[src/rtl/xm23_pkg.sv]
// Shared XM23 sequencer definitions: FSM states, memory control bit
// positions, MAR source codes and the PSW SLP bit position.
package xm23_pkg;

   typedef enum logic [2:0] {
      S_IDLE   = 3'd0,
      S_F_ADDR = 3'd1,
      S_F_MEM  = 3'd2,
      S_F_IR   = 3'd3,
      S_EXEC   = 3'd4,
      S_D_MEM  = 3'd5,
      S_WBACK  = 3'd6,
      S_BRK    = 3'd7
   } state_t;

   // Memory control word {W/B, R/W, EN}
   localparam int CTRL_EN   = 0;
   localparam int CTRL_WR   = 1;
   localparam int CTRL_BYTE = 2;

   // MAR source select
   localparam logic [1:0] MAR_HOLD = 2'd0;
   localparam logic [1:0] MAR_PC   = 2'd1;
   localparam logic [1:0] MAR_EA   = 2'd2;

   // SLP bit position in the PSW (the sequencer receives it already extracted)
   localparam int PSW_SLP_BIT = 3;

   // Build an enabled memory control word
   function automatic logic [2:0] ctrl_word(input logic byte_acc, input logic wr);
      logic [2:0] w;
      w            = '0;
      w[CTRL_EN]   = 1'b1;
      w[CTRL_WR]   = wr;
      w[CTRL_BYTE] = byte_acc;
      return w;
   endfunction

endpackage

[src/rtl/xm23_run_ctrl.sv]
// Front-panel run control: step request latch, breakpoint bypass flag and
// breakpoint compare. Produces the IDLE launch / halt decisions.
module xm23_run_ctrl
   import xm23_pkg::*;
(
   input  logic        i_clk,
   input  logic        i_rst,
   input  state_t      i_state,
   input  logic        i_step,
   input  logic        i_run_mode,
   input  logic        i_slp,
   input  logic        i_bkpnt_en,
   input  logic [15:0] i_bkpnt,
   input  logic [15:0] i_pc,
   output logic        o_launch,
   output logic        o_brk_hit
);

   logic r_step_pend;
   logic r_bypass;
   logic w_idle_awake;

   // Decisions are only taken in IDLE; SLP blocks both fetch and breakpoint.
   // The compare uses the pre-fetch pc, so detection costs no extra cycle.
   always_comb begin
      w_idle_awake = (i_state == S_IDLE) && !i_slp;
      o_brk_hit    = w_idle_awake && i_bkpnt_en && (i_pc == i_bkpnt) && !r_bypass;
      o_launch     = w_idle_awake && !o_brk_hit && (i_run_mode || r_step_pend);
   end

   // Step latch (cleared as F_ADDR is entered) and one-shot breakpoint bypass
   always_ff @(posedge i_clk) begin
      if (i_rst) begin
         r_step_pend <= 1'b0;
         r_bypass    <= 1'b0;
      end else begin
         if (o_launch)
            r_step_pend <= 1'b0;
         else if (i_step && (i_state != S_BRK))
            r_step_pend <= 1'b1;

         if ((i_state == S_BRK) && i_step)
            r_bypass <= 1'b1;
         else if (i_state == S_F_ADDR)
            r_bypass <= 1'b0;
      end
   end

endmodule

[src/rtl/xm23_sequencer.sv]
// XM23 fetch/execute sequencer. Two-process FSM; every output is a
// registered decode of the next state so it lines up with the state register.
module xm23_sequencer
   import xm23_pkg::*;
(
   input  logic        Clock,
   input  logic        Reset,
   input  logic        run_mode,
   input  logic        step,
   input  logic        bkpnt_en,
   input  logic [15:0] bkpnt,
   input  logic [15:0] pc,
   input  logic        slp,
   input  logic        mem_ack,
   input  logic        dec_mem,
   input  logic        dec_wr,
   input  logic        dec_byte,
   output logic [2:0]  ctrl_out,
   output logic [1:0]  mar_sel,
   output logic        ir_ld,
   output logic        pc_inc,
   output logic        exec_en,
   output logic        wb_en,
   output logic        running,
   output logic        halted,
   output logic [2:0]  state
);

   state_t     r_state, w_state_nxt;
   logic       r_dec_mem, r_dec_wr, r_dec_byte;
   logic       w_dec_mem, w_dec_wr, w_dec_byte;
   logic       w_launch, w_brk_hit;

   logic [2:0] r_ctrl, w_ctrl;
   logic [1:0] r_mar, w_mar;
   logic       r_ir_ld, w_ir_ld;
   logic       r_pc_inc, w_pc_inc;
   logic       r_exec_en, w_exec_en;
   logic       r_wb_en, w_wb_en;
   logic       r_running, w_running;
   logic       r_halted, w_halted;

   xm23_run_ctrl u_run_ctrl (
      .i_clk      (Clock),
      .i_rst      (Reset),
      .i_state    (r_state),
      .i_step     (step),
      .i_run_mode (run_mode),
      .i_slp      (slp),
      .i_bkpnt_en (bkpnt_en),
      .i_bkpnt    (bkpnt),
      .i_pc       (pc),
      .o_launch   (w_launch),
      .o_brk_hit  (w_brk_hit)
   );

   // Decoder fields are sampled as EXEC is entered so that EXEC's registered
   // mar_sel and the following D_MEM control word can both reflect them.
   always_comb begin
      w_dec_mem  = r_dec_mem;
      w_dec_wr   = r_dec_wr;
      w_dec_byte = r_dec_byte;
      if (r_state == S_F_IR) begin
         w_dec_mem  = dec_mem;
         w_dec_wr   = dec_wr;
         w_dec_byte = dec_byte;
      end
   end

   // Next-state logic
   always_comb begin
      w_state_nxt = r_state;
      case (r_state)
         S_IDLE: begin
            if (w_brk_hit)
               w_state_nxt = S_BRK;
            else if (w_launch)
               w_state_nxt = S_F_ADDR;
         end
         S_F_ADDR: w_state_nxt = S_F_MEM;
         S_F_MEM:  if (mem_ack) w_state_nxt = S_F_IR;
         S_F_IR:   w_state_nxt = S_EXEC;
         S_EXEC:   w_state_nxt = r_dec_mem ? S_D_MEM : S_WBACK;
         S_D_MEM:  if (mem_ack) w_state_nxt = r_dec_wr ? S_IDLE : S_WBACK;
         S_WBACK:  w_state_nxt = S_IDLE;
         S_BRK:    if (step || !bkpnt_en) w_state_nxt = S_IDLE;
         default:  w_state_nxt = S_IDLE;
      endcase
   end

   // Output decode of the state being entered
   always_comb begin
      w_ctrl    = 3'b000;
      w_mar     = MAR_HOLD;
      w_ir_ld   = 1'b0;
      w_pc_inc  = 1'b0;
      w_exec_en = 1'b0;
      w_wb_en   = 1'b0;
      w_running = 1'b0;
      w_halted  = 1'b0;
      case (w_state_nxt)
         S_F_ADDR: begin
            w_mar     = MAR_PC;
            w_running = 1'b1;
         end
         S_F_MEM: begin
            w_ctrl    = ctrl_word(1'b0, 1'b0);
            w_running = 1'b1;
         end
         S_F_IR: begin
            w_ir_ld   = 1'b1;
            w_pc_inc  = 1'b1;
            w_running = 1'b1;
         end
         S_EXEC: begin
            w_exec_en = 1'b1;
            w_mar     = w_dec_mem ? MAR_EA : MAR_HOLD;
            w_running = 1'b1;
         end
         S_D_MEM: begin
            w_ctrl    = ctrl_word(w_dec_byte, w_dec_wr);
            w_running = 1'b1;
         end
         S_WBACK: begin
            w_wb_en   = 1'b1;
            w_running = 1'b1;
         end
         S_BRK:    w_halted = 1'b1;
         default:  w_running = 1'b0;
      endcase
   end

   // State, captured decoder fields and registered outputs; reset abandons
   // any access in flight
   always_ff @(posedge Clock) begin
      if (Reset) begin
         r_state    <= S_IDLE;
         r_dec_mem  <= 1'b0;
         r_dec_wr   <= 1'b0;
         r_dec_byte <= 1'b0;
         r_ctrl     <= 3'b000;
         r_mar      <= MAR_HOLD;
         r_ir_ld    <= 1'b0;
         r_pc_inc   <= 1'b0;
         r_exec_en  <= 1'b0;
         r_wb_en    <= 1'b0;
         r_running  <= 1'b0;
         r_halted   <= 1'b0;
      end else begin
         r_state    <= w_state_nxt;
         r_dec_mem  <= w_dec_mem;
         r_dec_wr   <= w_dec_wr;
         r_dec_byte <= w_dec_byte;
         r_ctrl     <= w_ctrl;
         r_mar      <= w_mar;
         r_ir_ld    <= w_ir_ld;
         r_pc_inc   <= w_pc_inc;
         r_exec_en  <= w_exec_en;
         r_wb_en    <= w_wb_en;
         r_running  <= w_running;
         r_halted   <= w_halted;
      end
   end

   assign ctrl_out = r_ctrl;
   assign mar_sel  = r_mar;
   assign ir_ld    = r_ir_ld;
   assign pc_inc   = r_pc_inc;
   assign exec_en  = r_exec_en;
   assign wb_en    = r_wb_en;
   assign running  = r_running;
   assign halted   = r_halted;
   assign state    = r_state;

endmodule

[config.mk]
export PLATFORM = sky130hd
export DESIGN_NAME = xm23_sequencer
export DESIGN_NICKNAME = d
export VERILOG_FILES = /design/src/rtl/xm23_pkg.sv /design/src/rtl/xm23_run_ctrl.sv /design/src/rtl/xm23_sequencer.sv
export SDC_FILE = /design/constraint.sdc
export NUM_CORES = 1
export LEC_CHECK = 0
export ABC_AREA = 1
export ABC_CLOCK_PERIOD_IN_PS = 1500
export CORE_ASPECT_RATIO = 0.6
export CORE_MARGIN = 2
export CORE_UTILIZATION = 42
export DETAILED_ROUTE_END_ITERATION = 16
export GPL_TIMING_DRIVEN = 0
export HOLD_SLACK_MARGIN = 0.08
export PLACE_DENSITY = 0.8
export SYNTH_ARGS = -nofsm -noshare
export SYNTH_HDL_FRONTEND = slang
export SYNTH_SLANG_ARGS = --single-unit
export TNS_END_PERCENT = 50
[constraint.sdc]
create_clock -name Clock -period 1.5 [get_ports Clock]
set_input_delay 0.3 -clock Clock [delete_from_list [all_inputs] [get_ports Clock]]
set_output_delay 0.3 -clock Clock [all_outputs]
set_load 0.01 [all_outputs]
==> report_table.html, run 1 <==
<table>
<tr><th>Metric</th><th>Value</th></tr>
<tr><th colspan="2">Synth</th></tr>
<tr><td>Synthesized netlist cell count</td><td>222</td></tr>
<tr><td>Number of storage elements in the synthesis netlist</td><td>18</td></tr>
<tr><td>Share of Yosys cell area claimed by the top area cell type</td><td>28.6%</td></tr>
<tr><td>Number of nets in the synthesized netlist</td><td>264</td></tr>
<tr><td>Post-synth ARST share</td><td>0%</td></tr>
<tr><td>Leading post-synthesis cells by cell area</td><td>sky130_fd_sc_hd__dfxtp_1, sky130_fd_sc_hd__nand2_1, sky130_fd_sc_hd__inv_1</td></tr>
<tr><td>Commonest register cell after synthesis</td><td>sky130_fd_sc_hd__dfxtp_1</td></tr>
<tr><td>Syn Std Cell Area</td><td>1260 um2</td></tr>
<tr><td>Most numerous cell in the Yosys netlist</td><td>sky130_fd_sc_hd__nand2_1</td></tr>
<tr><td>Sequential share of the synthesized area</td><td>28.6%</td></tr>
<tr><td>Ys Warns</td><td>0</td></tr>
<tr><td>Distinct cell type count of the synthesized netlist</td><td>25</td></tr>
<tr><td>List of most frequent post-synthesis cells</td><td>sky130_fd_sc_hd__nand2_1, sky130_fd_sc_hd__inv_1, sky130_fd_sc_hd__nor2_1</td></tr>
<tr><td>Post-synth EDFFs</td><td>0</td></tr>
<tr><td>Mean cell area of the mapped netlist</td><td>5.68 um2</td></tr>
<tr><td>Most area-hungry cell type in the Yosys netlist</td><td>sky130_fd_sc_hd__dfxtp_1</td></tr>
<tr><th colspan="2">Power</th></tr>
<tr><td>Sequential fraction of design power</td><td>31.9%</td></tr>
<tr><td>Static Leakage</td><td>0.00130 uW</td></tr>
<tr><td>Highest ir drop seen on vdd</td><td>0.940 mV</td></tr>
<tr><td>Internal power component</td><td>1270 uW</td></tr>
<tr><td>Cell Pwr Density</td><td>approximately 1000 nW/um2</td></tr>
<tr><td>Power share of the clock group</td><td>19.0%</td></tr>
<tr><td>Combinational fraction of design power</td><td>between 40 and 50%</td></tr>
<tr><td>Net Switching</td><td>826 uW</td></tr>
<tr><td>Share of total power consumed by net switching</td><td>39.5%</td></tr>
<tr><td>Sum of internal, switching and leakage power</td><td>around 2100 uW</td></tr>
<tr><th colspan="2">Worst setup path</th></tr>
<tr><td>Maximum fanout encountered on the critical timing path</td><td>6</td></tr>
<tr><td>Worst path required time</td><td>1.65 ns</td></tr>
<tr><td>Type of element capturing the critical path</td><td>flip-flop</td></tr>
<tr><td>Type of the setup path with the least slack</td><td>reg -&gt; reg</td></tr>
<tr><td>Critical Path Slowest Stage Cell</td><td>sky130_fd_sc_hd__dfxtp_4</td></tr>
<tr><td>CP peak stage delay</td><td>roughly 0.38 ns</td></tr>
<tr><td>CP delay by family, top</td><td>simple AND/OR/NAND/NOR gates</td></tr>
<tr><td>CP Cell Sequence</td><td>nor2_4 -&gt; nand2_4 -&gt; nor2_4 -&gt; nand3_2 -&gt; nor2_2 -&gt; nand3_2 -&gt; nand2_2 -&gt; nand3_2 -&gt; nand2_1 -&gt; nand2_1</td></tr>
<tr><td>Crit-path most repeated cell</td><td>sky130_fd_sc_hd__nand3_2</td></tr>
<tr><td>Arrival time of the worst setup path</td><td>approximately 1.6 ns</td></tr>
<tr><td>Type of element launching the critical path</td><td>flip-flop</td></tr>
<tr><td>Buffers and inverters on the worst path</td><td>0</td></tr>
<tr><th colspan="2">Detailed routing</th></tr>
<tr><td>Met2 layer wire length in the routed design</td><td>1470 um</td></tr>
<tr><td>TritonRoute pass-1 iters</td><td>4</td></tr>
<tr><td>Final antenna-violating net count</td><td>0</td></tr>
<tr><td>Vias</td><td>1469</td></tr>
<tr><td>Highest routed metal layer</td><td>met4</td></tr>
<tr><td>Via-per-instance ratio</td><td>4.52</td></tr>
<tr><td>Drt initial violations</td><td>89</td></tr>
<tr><td>Residual DRC</td><td>0</td></tr>
<tr><td>Routed WL per cell</td><td>11.4 um</td></tr>
<tr><td>Routed met3 length</td><td>283 um</td></tr>
<tr><td>Met1 wire length</td><td>approximately 1900 um</td></tr>
<tr><td>Total Wirelength</td><td>3690 um</td></tr>
<tr><th colspan="2">Timing</th></tr>
<tr><td>Worst Clk Skew</td><td>0.00363 ns</td></tr>
<tr><td>Fmax</td><td>691 MHz</td></tr>
<tr><td>Number of hold violations in the final report</td><td>0</td></tr>
<tr><td>Final WS setup</td><td>0.0527 ns</td></tr>
<tr><td>Final setup viols</td><td>0</td></tr>
<tr><td>Unrepaired setup endpoints after global routing</td><td>yes</td></tr>
<tr><td>Max-slew violations</td><td>0</td></tr>
<tr><td>Worst hold slack across all endpoints</td><td>0.381 ns</td></tr>
<tr><td>Max transition margin</td><td>69.8%</td></tr>
<tr><td>Final setup TNS</td><td>0 ns</td></tr>
<tr><td>Slew of the pin with the lowest slew margin</td><td>between 0.4 and 0.5 ns</td></tr>
<tr><td>Portion of the clock cycle consumed by the worst path in the final layout</td><td>96.5%</td></tr>
<tr><td>Time the final worst path needs with I/O delays and setup</td><td>1.45 ns</td></tr>
<tr><th colspan="2">Floorplanning</th></tr>
<tr><td>Total Die Area</td><td>about 3500 um2</td></tr>
<tr><td>Effective utilization at floorplan</td><td>a little over two fifths</td></tr>
<tr><td>Floorplan die height</td><td>46.4 um</td></tr>
<tr><td>Width of the die</td><td>between 70 and 80 um</td></tr>
<tr><td>Total I/O pin count</td><td>between 50 and 60</td></tr>
<tr><td>Std cell rows</td><td>15</td></tr>
<tr><td>Core area</td><td>2870 um2</td></tr>
<tr><th colspan="2">Final layout</th></tr>
<tr><td>Antenna cell count</td><td>0</td></tr>
<tr><td>Area of the multi-input gates</td><td>796 um2</td></tr>
<tr><td>Area Overhead vs Synth</td><td>65.0%</td></tr>
<tr><td>Fill cell count</td><td>roughly 230</td></tr>
<tr><td>Share of cells above drive strength 1</td><td>between 10% and 20%</td></tr>
<tr><td>Fin nets</td><td>326</td></tr>
<tr><td>Post-route cell area</td><td>around 2100 um2</td></tr>
<tr><td>FF/Latch Area</td><td>372 um2</td></tr>
<tr><th colspan="2">Global route</th></tr>
<tr><td>Number of antenna violations at the first check in global routing</td><td>0</td></tr>
<tr><td>GRT Residual Overflow</td><td>0</td></tr>
<tr><td>Global-route wire length before repair</td><td>5390 um</td></tr>
<tr><td>Vias in the first global route</td><td>1175</td></tr>
<tr><td>Pin count of the biggest net entering global routing</td><td>11</td></tr>
<tr><td>Overall fraction of global-route tracks in use</td><td>21.1%</td></tr>
<tr><th colspan="2">Clock tree</th></tr>
<tr><td>Clock Pin Slew Worst Setup and Hold Paths</td><td>0.07 ns</td></tr>
<tr><td>Clock tree from TritonCTS</td><td>built</td></tr>
<tr><td>Clock tree root buffer cell</td><td>sky130_fd_sc_hd__clkbuf_8</td></tr>
<tr><td>Number of clock sinks seen by CTS</td><td>18</td></tr>
<tr><td>Maximum clock path buffer count</td><td>2</td></tr>
<tr><td>CTS Buf Count</td><td>3</td></tr>
<tr><td>Number of buffers added to fix hold violations after cts</td><td>0</td></tr>
<tr><td>Htree depth</td><td>1</td></tr>
<tr><td>Insertion delay of the later-clocked pin in the worst-skew pair</td><td>0.26 ns</td></tr>
<tr><th colspan="2">Placed design</th></tr>
<tr><td>Area after DPL</td><td>1860 um2</td></tr>
<tr><td># port buffers</td><td>55</td></tr>
<tr><td>Post-place setup slack</td><td>-0.320 ns</td></tr>
<tr><td>HPWL Detailed</td><td>2750 um</td></tr>
<tr><td>Gpl congestion</td><td>0.883</td></tr>
<tr><th colspan="2">Worst hold path</th></tr>
<tr><td>Kind of path behind the tightest hold check</td><td>in -&gt; reg</td></tr>
<tr><th colspan="2">Outcome</th></tr>
<tr><td>Status</td><td>finished clean</td></tr>
<tr><th colspan="2">Job</th></tr>
<tr><td>Maximum Capacitance Violations</td><td>0</td></tr>
</table>
==> area by class of cell <==
| class | count | share of cell area (%) |
|---|---|---|
| buffer | 2 | 0.542 |
| timing repair buffer | 57 | 30.3 |
| inverter | 43 | 7.82 |
| multi-input combinational | 159 | 38.3 |
| tap | 42 | 2.53 |
| clock buffer | 4 | 2.65 |
| sequential | 18 | 17.9 |
==> placed cells by master, fill, tap and decap left out, drive strengths merged <==
| cell type | instances |
|---|---|
| buf | 4 |
| dlymetal6s2s | 30 |
| nand3 | 11 |
| xnor2 | 1 |
| o21ai | 4 |
| nand2 | 79 |
| inv | 42 |
| clkbuf | 5 |
| nand4 | 2 |
| or2 | 2 |
| clkdlybuf4s50 | 18 |
| nor4 | 2 |
| clkinv | 1 |
| nor3b | 1 |
| nor3 | 5 |
| dlygate4sd2 | 6 |
| nor2 | 45 |
| dfxtp | 18 |
| and2 | 1 |
| a21oi | 5 |
| o211ai | 1 |
==> tightest hold or removal path, delay by kind of cell <==
| kind | cells | cell delay [ns] |
|---|---|---|
| buffers and inverters | 1 | 0.14 |
| AO/OA/AOI/OAI | 1 | 0.09 |
| AND/OR/NAND/NOR | 1 | 0.08 |
==> kinds of logic after synthesis <==
logic type	Yosys count	share of synthesized area (%)
and+or+nand+nor	148	52.7
buffers and inverters	45	13.8
DFF	18	28.6
xor gates and xnor gates	1	0.695
AOI/OAI and AO/OA	10	4.17
==> stage by stage <==
stage	std cells	utilization [%]
detailed placement	319	64.9
CTS	323	67.0
floorplan	222	-
global placement	319	64.9
global route	325	72.4
finish	325	72.4
==> timing repair <==
action | 4_1_cts | 5_1_grt
buffers inserted | 0 | 2
resized for setup | 15 | 52
pin swaps | 4 | 25
setup endpoints to repair | 6 | 8
==> power by group through the flow <==
stage | combinational, uW | clock [uW] | sequential, uW
floorplan | 553 | 0 | 673
global placement | 920 | 0 | 659
detailed placement | 935 | 0 | 660
CTS | 926 | 406 | 669
global route | 1130 | 422 | 678
finish | 1030 | 398 | 667
==> per-layer routing <==
metal / vias up / GRT usage [%]
met5: - / 0
met4: 0 / 4.29
met3: 4 / 4.60
met2: 53 / 27.6
met1: 629 / 34.0
li1: 783 / -
==> path summary, 6_finish.rpt <==
path	start	end	slack, ns	cells past startpoint
setup / recovery	state[0]$_SDFF_PP0_	running$_SDFF_PP0_	0.05	10
setup reg to reg	state[0]$_SDFF_PP0_	running$_SDFF_PP0_	0.05	10
hold reg to reg	u_run_ctrl.r_bypass$_SDFFE_PP0P_	u_run_ctrl.r_bypass$_SDFFE_PP0P_	0.49	2
hold / removal	step	u_run_ctrl.r_step_pend$_SDFFE_PP0P_	0.38	3
Power figures use the tool's default switching activity.
==> inputs of run 2 (changes only) <==
--- a/config.mk
+++ b/config.mk
@@ -10,10 +10,11 @@
 export CORE_ASPECT_RATIO = 0.6
 export CORE_MARGIN = 2
 export CORE_UTILIZATION = 42
+export CTS_CLUSTER_SIZE = 8
 export DETAILED_ROUTE_END_ITERATION = 16
 export GPL_TIMING_DRIVEN = 0
 export HOLD_SLACK_MARGIN = 0.08
-export PLACE_DENSITY = 0.8
+export PLACE_DENSITY_LB_ADDON = 0.15
 export SYNTH_ARGS = -nofsm -noshare
 export SYNTH_HDL_FRONTEND = slang
 export SYNTH_SLANG_ARGS = --single-unit
==> report_table.html, run 2 (synthesis results as in run 1) <==
<table>
<tr><th>Metric</th><th>Value</th></tr>
<tr><th colspan="2">Floorplanning</th></tr>
<tr><td>Total Die Area</td><td>3470 um2</td></tr>
<tr><td>Width of the die</td><td>74.7 um</td></tr>
<tr><td>Effective utilization at floorplan</td><td>roughly 44%</td></tr>
<tr><td>Core area</td><td>2870 um2</td></tr>
<tr><td>Std cell rows</td><td>15</td></tr>
<tr><td>Floorplan die height</td><td>46.4 um</td></tr>
<tr><td>Total I/O pin count</td><td>56</td></tr>
<tr><th colspan="2">Worst setup path</th></tr>
<tr><td>Buffers and inverters on the worst path</td><td>1</td></tr>
<tr><td>Worst reg2reg startpoint</td><td>state[1]$_SDFF_PP0_</td></tr>
<tr><td>Type of element launching the critical path</td><td>input pin</td></tr>
<tr><td>R2r worst-path depth</td><td>10</td></tr>
<tr><td>CP peak stage delay</td><td>about 0.45 ns</td></tr>
<tr><td>Worst path required time</td><td>1.65 ns</td></tr>
<tr><td>Critical Path Slowest Stage Cell</td><td>sky130_fd_sc_hd__clkdlybuf4s50_1</td></tr>
<tr><td>CP delay by family, top</td><td>simple AND/OR/NAND/NOR gates</td></tr>
<tr><td>Setup slack of the most critical reg-to-reg path</td><td>approximately 0.090 ns</td></tr>
<tr><td>Type of the setup path with the least slack</td><td>in -&gt; reg</td></tr>
<tr><td>Capture point of the worst reg-to-reg path</td><td>ctrl_out[0]$_SDFF_PP0_</td></tr>
<tr><td>Maximum fanout encountered on the critical timing path</td><td>4</td></tr>
<tr><td>CP Cell Sequence</td><td>clkdlybuf4s50_1 -&gt; xnor2_2 -&gt; nand3_2 -&gt; nor2_2 -&gt; nand3_2 -&gt; nand2_2 -&gt; nor2_1 -&gt; nand3_2 -&gt; nand2_1</td></tr>
<tr><td>Arrival time of the worst setup path</td><td>approximately 1.6 ns</td></tr>
<tr><td>Type of element capturing the critical path</td><td>flip-flop</td></tr>
<tr><td>Crit-path most repeated cell</td><td>sky130_fd_sc_hd__nand3_2</td></tr>
<tr><th colspan="2">Final layout</th></tr>
<tr><td>Fin nets</td><td>324</td></tr>
<tr><td>Area of the multi-input gates</td><td>816 um2</td></tr>
<tr><td>Util after Layout</td><td>72.2%</td></tr>
<tr><td>Share of cells above drive strength 1</td><td>20.3%</td></tr>
<tr><td>Post-route cell area</td><td>2070 um2</td></tr>
<tr><td>Area Overhead vs Synth</td><td>64.5%</td></tr>
<tr><td>Most used cells in the layout excluding fill and tap cells</td><td>sky130_fd_sc_hd__nand2_1, sky130_fd_sc_hd__inv_1, sky130_fd_sc_hd__nor2_1, sky130_fd_sc_hd__dlymetal6s2s_1</td></tr>
<tr><td>FF/Latch Area</td><td>approximately 370 um2</td></tr>
<tr><td>Antenna cell count</td><td>0</td></tr>
<tr><td>Fill cell count</td><td>about 270</td></tr>
<tr><td>Most common library cell in the layout ignoring fill and taps</td><td>sky130_fd_sc_hd__nand2_1</td></tr>
<tr><th colspan="2">Timing</th></tr>
<tr><td>Number of hold violations in the final report</td><td>0</td></tr>
<tr><td>Worst Clk Skew</td><td>0.00237 ns</td></tr>
<tr><td>Final WS setup</td><td>between 0.07 and 0.08 ns</td></tr>
<tr><td>Fmax</td><td>700 MHz</td></tr>
<tr><td>Max-slew violations</td><td>0</td></tr>
<tr><td>Max transition margin</td><td>68.8%</td></tr>
<tr><td>Final setup viols</td><td>0</td></tr>
<tr><td>Portion of the clock cycle consumed by the worst path in the final layout</td><td>95.2%</td></tr>
<tr><td>Slew of the pin with the lowest slew margin</td><td>between 0.4 and 0.5 ns</td></tr>
<tr><td>Time the final worst path needs with I/O delays and setup</td><td>1.43 ns</td></tr>
<tr><th colspan="2">Global route</th></tr>
<tr><td>Overall fraction of global-route tracks in use</td><td>between 20% and 30%</td></tr>
<tr><td>Global-route wire length before repair</td><td>5450 um</td></tr>
<tr><td>GRT Residual Overflow</td><td>0</td></tr>
<tr><td>Vias in the first global route</td><td>around 1200</td></tr>
<tr><td>Number of antenna violations at the first check in global routing</td><td>0</td></tr>
<tr><td>Pin count of the biggest net entering global routing</td><td>11</td></tr>
<tr><th colspan="2">Detailed routing</th></tr>
<tr><td>Routed WL per cell</td><td>10.6 um</td></tr>
<tr><td>Vias</td><td>between 1000 and 1500</td></tr>
<tr><td>Drt initial violations</td><td>69</td></tr>
<tr><td>Total Wirelength</td><td>around 3400 um</td></tr>
<tr><td>TritonRoute pass-1 iters</td><td>8</td></tr>
<tr><td>Via-per-instance ratio</td><td>4.47</td></tr>
<tr><td>Final antenna-violating net count</td><td>0</td></tr>
<tr><td>Residual DRC</td><td>0</td></tr>
<tr><th colspan="2">Clock tree</th></tr>
<tr><td>Maximum clock path buffer count</td><td>2</td></tr>
<tr><td>Clock tree from TritonCTS</td><td>built</td></tr>
<tr><td>Htree depth</td><td>1</td></tr>
<tr><td>Post-CTS Setup Repair Bufs</td><td>0</td></tr>
<tr><td>Clock tree root buffer cell</td><td>sky130_fd_sc_hd__clkbuf_8</td></tr>
<tr><td>Number of buffers added to fix hold violations after cts</td><td>0</td></tr>
<tr><td>Number of clock sinks seen by CTS</td><td>18</td></tr>
<tr><td>Clock Pin Slew Worst Setup and Hold Paths</td><td>0.07 ns</td></tr>
<tr><td>CTS Buf Count</td><td>3</td></tr>
<tr><td>Insertion delay of the later-clocked pin in the worst-skew pair</td><td>0.26 ns</td></tr>
<tr><th colspan="2">Worst hold path</th></tr>
<tr><td>Hold EP</td><td>u_run_ctrl.r_step_pend$_SDFFE_PP0P_</td></tr>
<tr><td>Hold_sp</td><td>step</td></tr>
<tr><td>Hold Path Stages</td><td>3</td></tr>
<tr><td>Kind of path behind the tightest hold check</td><td>in -&gt; reg</td></tr>
<tr><th colspan="2">Placed design</th></tr>
<tr><td>Post-place setup slack</td><td>-0.389 ns</td></tr>
<tr><td>HPWL Detailed</td><td>2710 um</td></tr>
<tr><td># port buffers</td><td>55</td></tr>
<tr><td>Gpl congestion</td><td>~0.86</td></tr>
<tr><td>Area after DPL</td><td>1860 um2</td></tr>
<tr><th colspan="2">Outcome</th></tr>
<tr><td>Status</td><td>finished clean</td></tr>
<tr><th colspan="2">Power</th></tr>
<tr><td>Static Leakage</td><td>0.00126 uW</td></tr>
<tr><td>Cell Pwr Density</td><td>1000 nW/um2</td></tr>
<tr><td>Highest ir drop seen on vdd</td><td>0.648 mV</td></tr>
<tr><th colspan="2">Job</th></tr>
<tr><td>Maximum Capacitance Violations</td><td>0</td></tr>
</table>
[run 2: how the worst max path moves through the flow]
| stage | start | endpoint | slack (ns) | depth (start not counted) |
|---|---|---|---|---|
| 6_report | bkpnt[4] | ctrl_out[0]$_SDFF_PP0_ | 0.07 | 9 |
| 5_1_grt | bkpnt[4] | ctrl_out[0]$_SDFF_PP0_ | -0.005 | 8 |
| 4_1_cts | pc[1] | ctrl_out[0]$_SDFF_PP0_ | 0.002 | 12 |
| 3_5_place_dp | bkpnt_en | ctrl_out[0]$_SDFF_PP0_ | -0.39 | 12 |
| 3_3_place_gp | bkpnt[6] | running$_SDFF_PP0_ | -0.34 | 11 |
| 2_1_floorplan | state[0]$_SDFF_PP0_ | running$_SDFF_PP0_ | 0.17 | 9 |
[run 2: area by class of cell]
cell class	count	area share, %
Buffer	2	0.543
Tap cell	42	2.53
Clock buffer	4	2.66
Timing Repair Buffer	55	29.1
Inverter	43	7.85
Sequential cell	18	17.9
Multi-Input combinational cell	159	39.3
[run 2: timing repair]
item                       CTS  global route
setup endpoints to repair   10             7
resized for setup           29            46
hold endpoints to repair     0             0
pin swaps                   11            18
[run 2: worst min-delay path: cells and delay by family]
family                 cells  cell delay (ns)
AO/OA/AOI/OAI              1             0.08
buffers and inverters      1             0.11
AND/OR/NAND/NOR            1             0.09
[run 2: per-stage QoR]
step           std cells  TNS (ns)  power (uW)  hold slack [ns]
6_report             323         0        2080            0.351
2_1_floorplan        222         0        1230            0.379
4_1_cts              323         0        2030            0.493
3_3_place_gp         319     -1.99        1590            0.471
5_1_grt              323  -0.00544        2240            0.391
3_5_place_dp         319     -2.24        1590            0.472
[run 2: routing by layer]
metal | vias to the layer above | global-route usage [%] | share of wire [%]
met5 | - | 0 | 0
met4 | 0 | 4.29 | 0.67
met3 | 5 | 5.91 | 7.9
met2 | 54 | 27.6 | 37
met1 | 602 | 34.3 | 54
li1 | 783 | - | -
[run 2: where the power goes]
part / internal [uW] / switching [uW] / leakage, uW / total, uW
logic: 437 / 570 / 0.00108 / 1010
registers: 575 / 92.2 / 0.000148 / 667
clock network: 234 / 169 / 0.0000288 / 402
total: 1250 / 830 / 0.00126 / 2080
==> inputs of run 3 (changes only) <==
--- a/config.mk
+++ b/config.mk
@@ -10,12 +10,12 @@
 export CORE_ASPECT_RATIO = 0.6
 export CORE_MARGIN = 2
 export CORE_UTILIZATION = 42
-export CTS_CLUSTER_SIZE = 8
 export DETAILED_ROUTE_END_ITERATION = 16
 export GPL_TIMING_DRIVEN = 0
 export HOLD_SLACK_MARGIN = 0.08
 export PLACE_DENSITY_LB_ADDON = 0.15
 export SYNTH_ARGS = -nofsm -noshare
 export SYNTH_HDL_FRONTEND = slang
+export SYNTH_HIERARCHICAL = 1
 export SYNTH_SLANG_ARGS = --single-unit
 export TNS_END_PERCENT = 50
==> report_table.html, run 3 <==
<table>
<tr><th>Metric</th><th>Value</th></tr>
<tr><th colspan="2">Timing</th></tr>
<tr><td>Slew of the pin with the lowest slew margin</td><td>0.275 ns</td></tr>
<tr><td>Unrepaired setup endpoints after global routing</td><td>yes</td></tr>
<tr><td>Final setup viols</td><td>10</td></tr>
<tr><td>Time the final worst path needs with I/O delays and setup</td><td>1.72 ns</td></tr>
<tr><td>Worst Clk Skew</td><td>0.00249 ns</td></tr>
<tr><td>Number of hold violations in the final report</td><td>0</td></tr>
<tr><td>Fmax</td><td>581 MHz</td></tr>
<tr><td>Final WS setup</td><td>-0.221 ns</td></tr>
<tr><td>Max transition margin</td><td>81.6%</td></tr>
<tr><td>Portion of the clock cycle consumed by the worst path in the final layout</td><td>115%</td></tr>
<tr><td>Max-slew violations</td><td>0</td></tr>
<tr><th colspan="2">Clock tree</th></tr>
<tr><td>Number of buffers added to fix hold violations after cts</td><td>0</td></tr>
<tr><td>Clock tree root buffer cell</td><td>sky130_fd_sc_hd__clkbuf_8</td></tr>
<tr><td>Clock tree from TritonCTS</td><td>built</td></tr>
<tr><td>Htree depth</td><td>1</td></tr>
<tr><td>Maximum clock path buffer count</td><td>2</td></tr>
<tr><td>Clock Pin Slew Worst Setup and Hold Paths</td><td>0.07 ns</td></tr>
<tr><td>Insertion delay of the later-clocked pin in the worst-skew pair</td><td>approximately 0.25 ns</td></tr>
<tr><td>CTS Buf Count</td><td>3</td></tr>
<tr><td>Number of clock sinks seen by CTS</td><td>18</td></tr>
<tr><th colspan="2">Floorplanning</th></tr>
<tr><td>Total I/O pin count</td><td>56</td></tr>
<tr><td>Width of the die</td><td>75.7 um</td></tr>
<tr><td>Floorplan die height</td><td>47.0 um</td></tr>
<tr><td>Total Die Area</td><td>3550 um2</td></tr>
<tr><td>Std cell rows</td><td>15</td></tr>
<tr><td>Core area</td><td>2910 um2</td></tr>
<tr><td>Effective utilization at floorplan</td><td>44.5%</td></tr>
<tr><th colspan="2">Synth</th></tr>
<tr><td>Most numerous cell in the Yosys netlist</td><td>sky130_fd_sc_hd__nand2_1</td></tr>
<tr><td>Number of storage elements in the synthesis netlist</td><td>18</td></tr>
<tr><td>Synthesized netlist cell count</td><td>212</td></tr>
<tr><td>Syn Std Cell Area</td><td>1290 um2</td></tr>
<tr><td>Commonest register cell after synthesis</td><td>sky130_fd_sc_hd__dfxtp_1</td></tr>
<tr><td>Ys Warns</td><td>6</td></tr>
<tr><td>Sequential share of the synthesized area</td><td>between 20 and 30%</td></tr>
<tr><td>Distinct cell type count of the synthesized netlist</td><td>31</td></tr>
<tr><td>Most area-hungry cell type in the Yosys netlist</td><td>sky130_fd_sc_hd__dfxtp_1</td></tr>
<tr><td>Post-synth EDFFs</td><td>0</td></tr>
<tr><td>Leading post-synthesis cells by cell area</td><td>sky130_fd_sc_hd__dfxtp_1, sky130_fd_sc_hd__nand2_1, sky130_fd_sc_hd__inv_1</td></tr>
<tr><td>Post-synth ARST share</td><td>0%</td></tr>
<tr><td>List of most frequent post-synthesis cells</td><td>sky130_fd_sc_hd__nand2_1, sky130_fd_sc_hd__inv_1, sky130_fd_sc_hd__nor2_1</td></tr>
<tr><td>Number of nets in the synthesized netlist</td><td>254</td></tr>
<tr><td>Mean cell area of the mapped netlist</td><td>roughly 6.1 um2</td></tr>
<tr><td>Share of Yosys cell area claimed by the top area cell type</td><td>27.9%</td></tr>
<tr><th colspan="2">Global route</th></tr>
<tr><td>Global-route wire length before repair</td><td>5950 um</td></tr>
<tr><td>GRT Residual Overflow</td><td>0</td></tr>
<tr><td>Number of antenna violations at the first check in global routing</td><td>0</td></tr>
<tr><td>Vias in the first global route</td><td>1375</td></tr>
<tr><td>Overall fraction of global-route tracks in use</td><td>23.0%</td></tr>
<tr><td>Pin count of the biggest net entering global routing</td><td>11</td></tr>
<tr><th colspan="2">Placed design</th></tr>
<tr><td>Post-Place Cells</td><td>309</td></tr>
<tr><td>HPWL Detailed</td><td>about 2700 um</td></tr>
<tr><td>Post-place setup slack</td><td>-0.630 ns</td></tr>
<tr><td>Gpl congestion</td><td>0.812</td></tr>
<tr><td># port buffers</td><td>55</td></tr>
<tr><th colspan="2">Worst hold path</th></tr>
<tr><td>Hold_sp</td><td>u_run_ctrl/r_bypass$_SDFFE_PP0P_</td></tr>
<tr><td>Kind of path behind the tightest hold check</td><td>reg -&gt; reg</td></tr>
<tr><th colspan="2">Job</th></tr>
<tr><td>Maximum Capacitance Violations</td><td>0</td></tr>
<tr><th colspan="2">Worst setup path</th></tr>
<tr><td>Launching element of the worst setup path</td><td>state[2]$_SDFF_PP0_</td></tr>
<tr><td>Crit-path most repeated cell</td><td>sky130_fd_sc_hd__buf_4</td></tr>
<tr><td>CP peak stage delay</td><td>between 0.3 and 0.4 ns</td></tr>
<tr><td>Maximum fanout encountered on the critical timing path</td><td>4</td></tr>
<tr><td>Arrival time of the worst setup path</td><td>about 1.9 ns</td></tr>
<tr><td>Worst path required time</td><td>1.69 ns</td></tr>
<tr><td>Type of the setup path with the least slack</td><td>reg -&gt; reg</td></tr>
<tr><td>Type of element launching the critical path</td><td>flip-flop</td></tr>
<tr><td>Type of element capturing the critical path</td><td>flip-flop</td></tr>
<tr><td>Worst reg2reg startpoint</td><td>state[2]$_SDFF_PP0_</td></tr>
<tr><td>Critical Path Slowest Stage Cell</td><td>sky130_fd_sc_hd__dfxtp_4</td></tr>
<tr><td>CP Cell Sequence</td><td>nor2_4 -&gt; nand2_2 -&gt; nor2_2 -&gt; nand2_1 -&gt; nor2_2 -&gt; nand3_2 -&gt; buf_4 -&gt; buf_6 -&gt; buf_4 -&gt; buf_4 -&gt; buf_4 -&gt; a21oi_2</td></tr>
<tr><th colspan="2">Outcome</th></tr>
<tr><td>Status</td><td>finished, violations left</td></tr>
<tr><td>Failing checks</td><td>setup timing</td></tr>
<tr><th colspan="2">Detailed routing</th></tr>
<tr><td>Total Wirelength</td><td>3830 um</td></tr>
<tr><td>Final antenna-violating net count</td><td>0</td></tr>
<tr><td>Residual DRC</td><td>0</td></tr>
<tr><td>Drt initial violations</td><td>82</td></tr>
<tr><td>Routed WL per cell</td><td>approximately 12 um</td></tr>
<tr><td>TritonRoute pass-1 iters</td><td>4</td></tr>
<tr><td>Via-per-instance ratio</td><td>between 4 and 5</td></tr>
<tr><td>Vias</td><td>between 1500 and 2000</td></tr>
<tr><th colspan="2">Power</th></tr>
<tr><td>Static Leakage</td><td>0.00115 uW</td></tr>
<tr><td>Cell Pwr Density</td><td>1130 nW/um2</td></tr>
<tr><td>Highest ir drop seen on vdd</td><td>0.687 mV</td></tr>
<tr><th colspan="2">Final layout</th></tr>
<tr><td>Filler-free cell count of the finished design</td><td>325</td></tr>
<tr><td>Most used cells in the layout excluding fill and tap cells</td><td>sky130_fd_sc_hd__nand2_1, sky130_fd_sc_hd__inv_1, sky130_fd_sc_hd__dlygate4sd2_1, sky130_fd_sc_hd__nor2_1, sky130_fd_sc_hd__clkdlybuf4s50_1</td></tr>
<tr><td>Fin nets</td><td>327</td></tr>
<tr><td>Share of cells above drive strength 1</td><td>25.8%</td></tr>
<tr><td>Antenna cell count</td><td>0</td></tr>
<tr><td>Util after Layout</td><td>73.2%</td></tr>
<tr><td>Area Overhead vs Synth</td><td>64.5%</td></tr>
<tr><td>Most common library cell in the layout ignoring fill and taps</td><td>sky130_fd_sc_hd__nand2_1</td></tr>
</table>
run 3: cell types whose count changed after synthesis, sizes merged, moves of 2 or more:
cell,change
nor2,-6
buf,+2
nor3,+2
nand4,+6
nand2,-17
run 3: repair_timing:
| item | CTS | global route |
|---|---|---|
| setup endpoints to repair | 13 | 14 |
| pin swaps | 40 | 2 |
| setup buffers | 11 | 2 |
| gates resized for setup | 68 | 8 |
run 3: layer usage:
| metal | vias up | wire length [um] | global-route usage (%) |
|---|---|---|---|
| met5 | - | 0 | 0 |
| met4 | 0 | 40 | 4.91 |
| met3 | 6 | 342 | 6.44 |
| li1 | 791 | - | - |
| met2 | 64 | 1690 | 35.8 |
| met1 | 670 | 1760 | 32.1 |
run 3: through the flow:
step	TNS (ns)	area [um2]	total power, uW	hold WS, ns
global route	-2.29	2130	2580	0.521
finish	-1.05	2130	2400	0.525
global placement	-4.56	1900	1800	0.463
floorplan	0	1300	1380	0.369
CTS	-0.392	2090	2350	0.479
detailed placement	-4.87	1900	1830	0.466
run 3: worst paths after layout:
kind                            slack (ns)                                  end  depth (start not counted)
worst max-delay path                 -0.22  u_run_ctrl/r_step_pend$_SDFFE_PP0P_                         12
worst max register to register       -0.22  u_run_ctrl/r_step_pend$_SDFFE_PP0P_                         12
worst min-delay path                  0.52     u_run_ctrl/r_bypass$_SDFFE_PP0P_                          2
worst min register to register        0.52     u_run_ctrl/r_bypass$_SDFFE_PP0P_                          2
run 3: cell type report:
| class | instances | area (um2) |
|---|---|---|
| Inverter | 43 | 163 |
| Sequential cell | 18 | 372 |
| Timing Repair Buffer | 68 | 619 |
| Tap cell | 42 | 52.6 |
| Fill cell | 264 | 781 |
| Clock buffer | 3 | 41.3 |
| Multi-Input combinational cell | 148 | 858 |
| Buffer | 3 | 22.5 |
run 3: power breakdown:
| group | total, uW | switching (uW) | internal [uW] |
|---|---|---|---|
| registers | 671 | 70.8 | 600 |
| clock network | 336 | 158 | 179 |
| logic | 1400 | 761 | 636 |
| total | 2400 | 989 | 1410 |
run 3: critical path: cells and delay by family (launching register included):
kind / cells / cell delay, ns
buffers and inverters: 5 / 0.61
DFF: 1 / 0.36
AOI/OAI and AO/OA: 1 / 0.15
and+or+nand+nor: 6 / 0.52
run 3: cell families after synthesis:
| kind of cell | count (synthesis) | share of synthesized area (%) |
|---|---|---|
| xor gates and xnor gates | 3 | 2.03 |
| AOI/OAI and AO/OA | 10 | 4.93 |
| DFF | 18 | 27.9 |
| buffers and inverters | 46 | 14.2 |
| and+or+nand+nor | 135 | 51.0 |
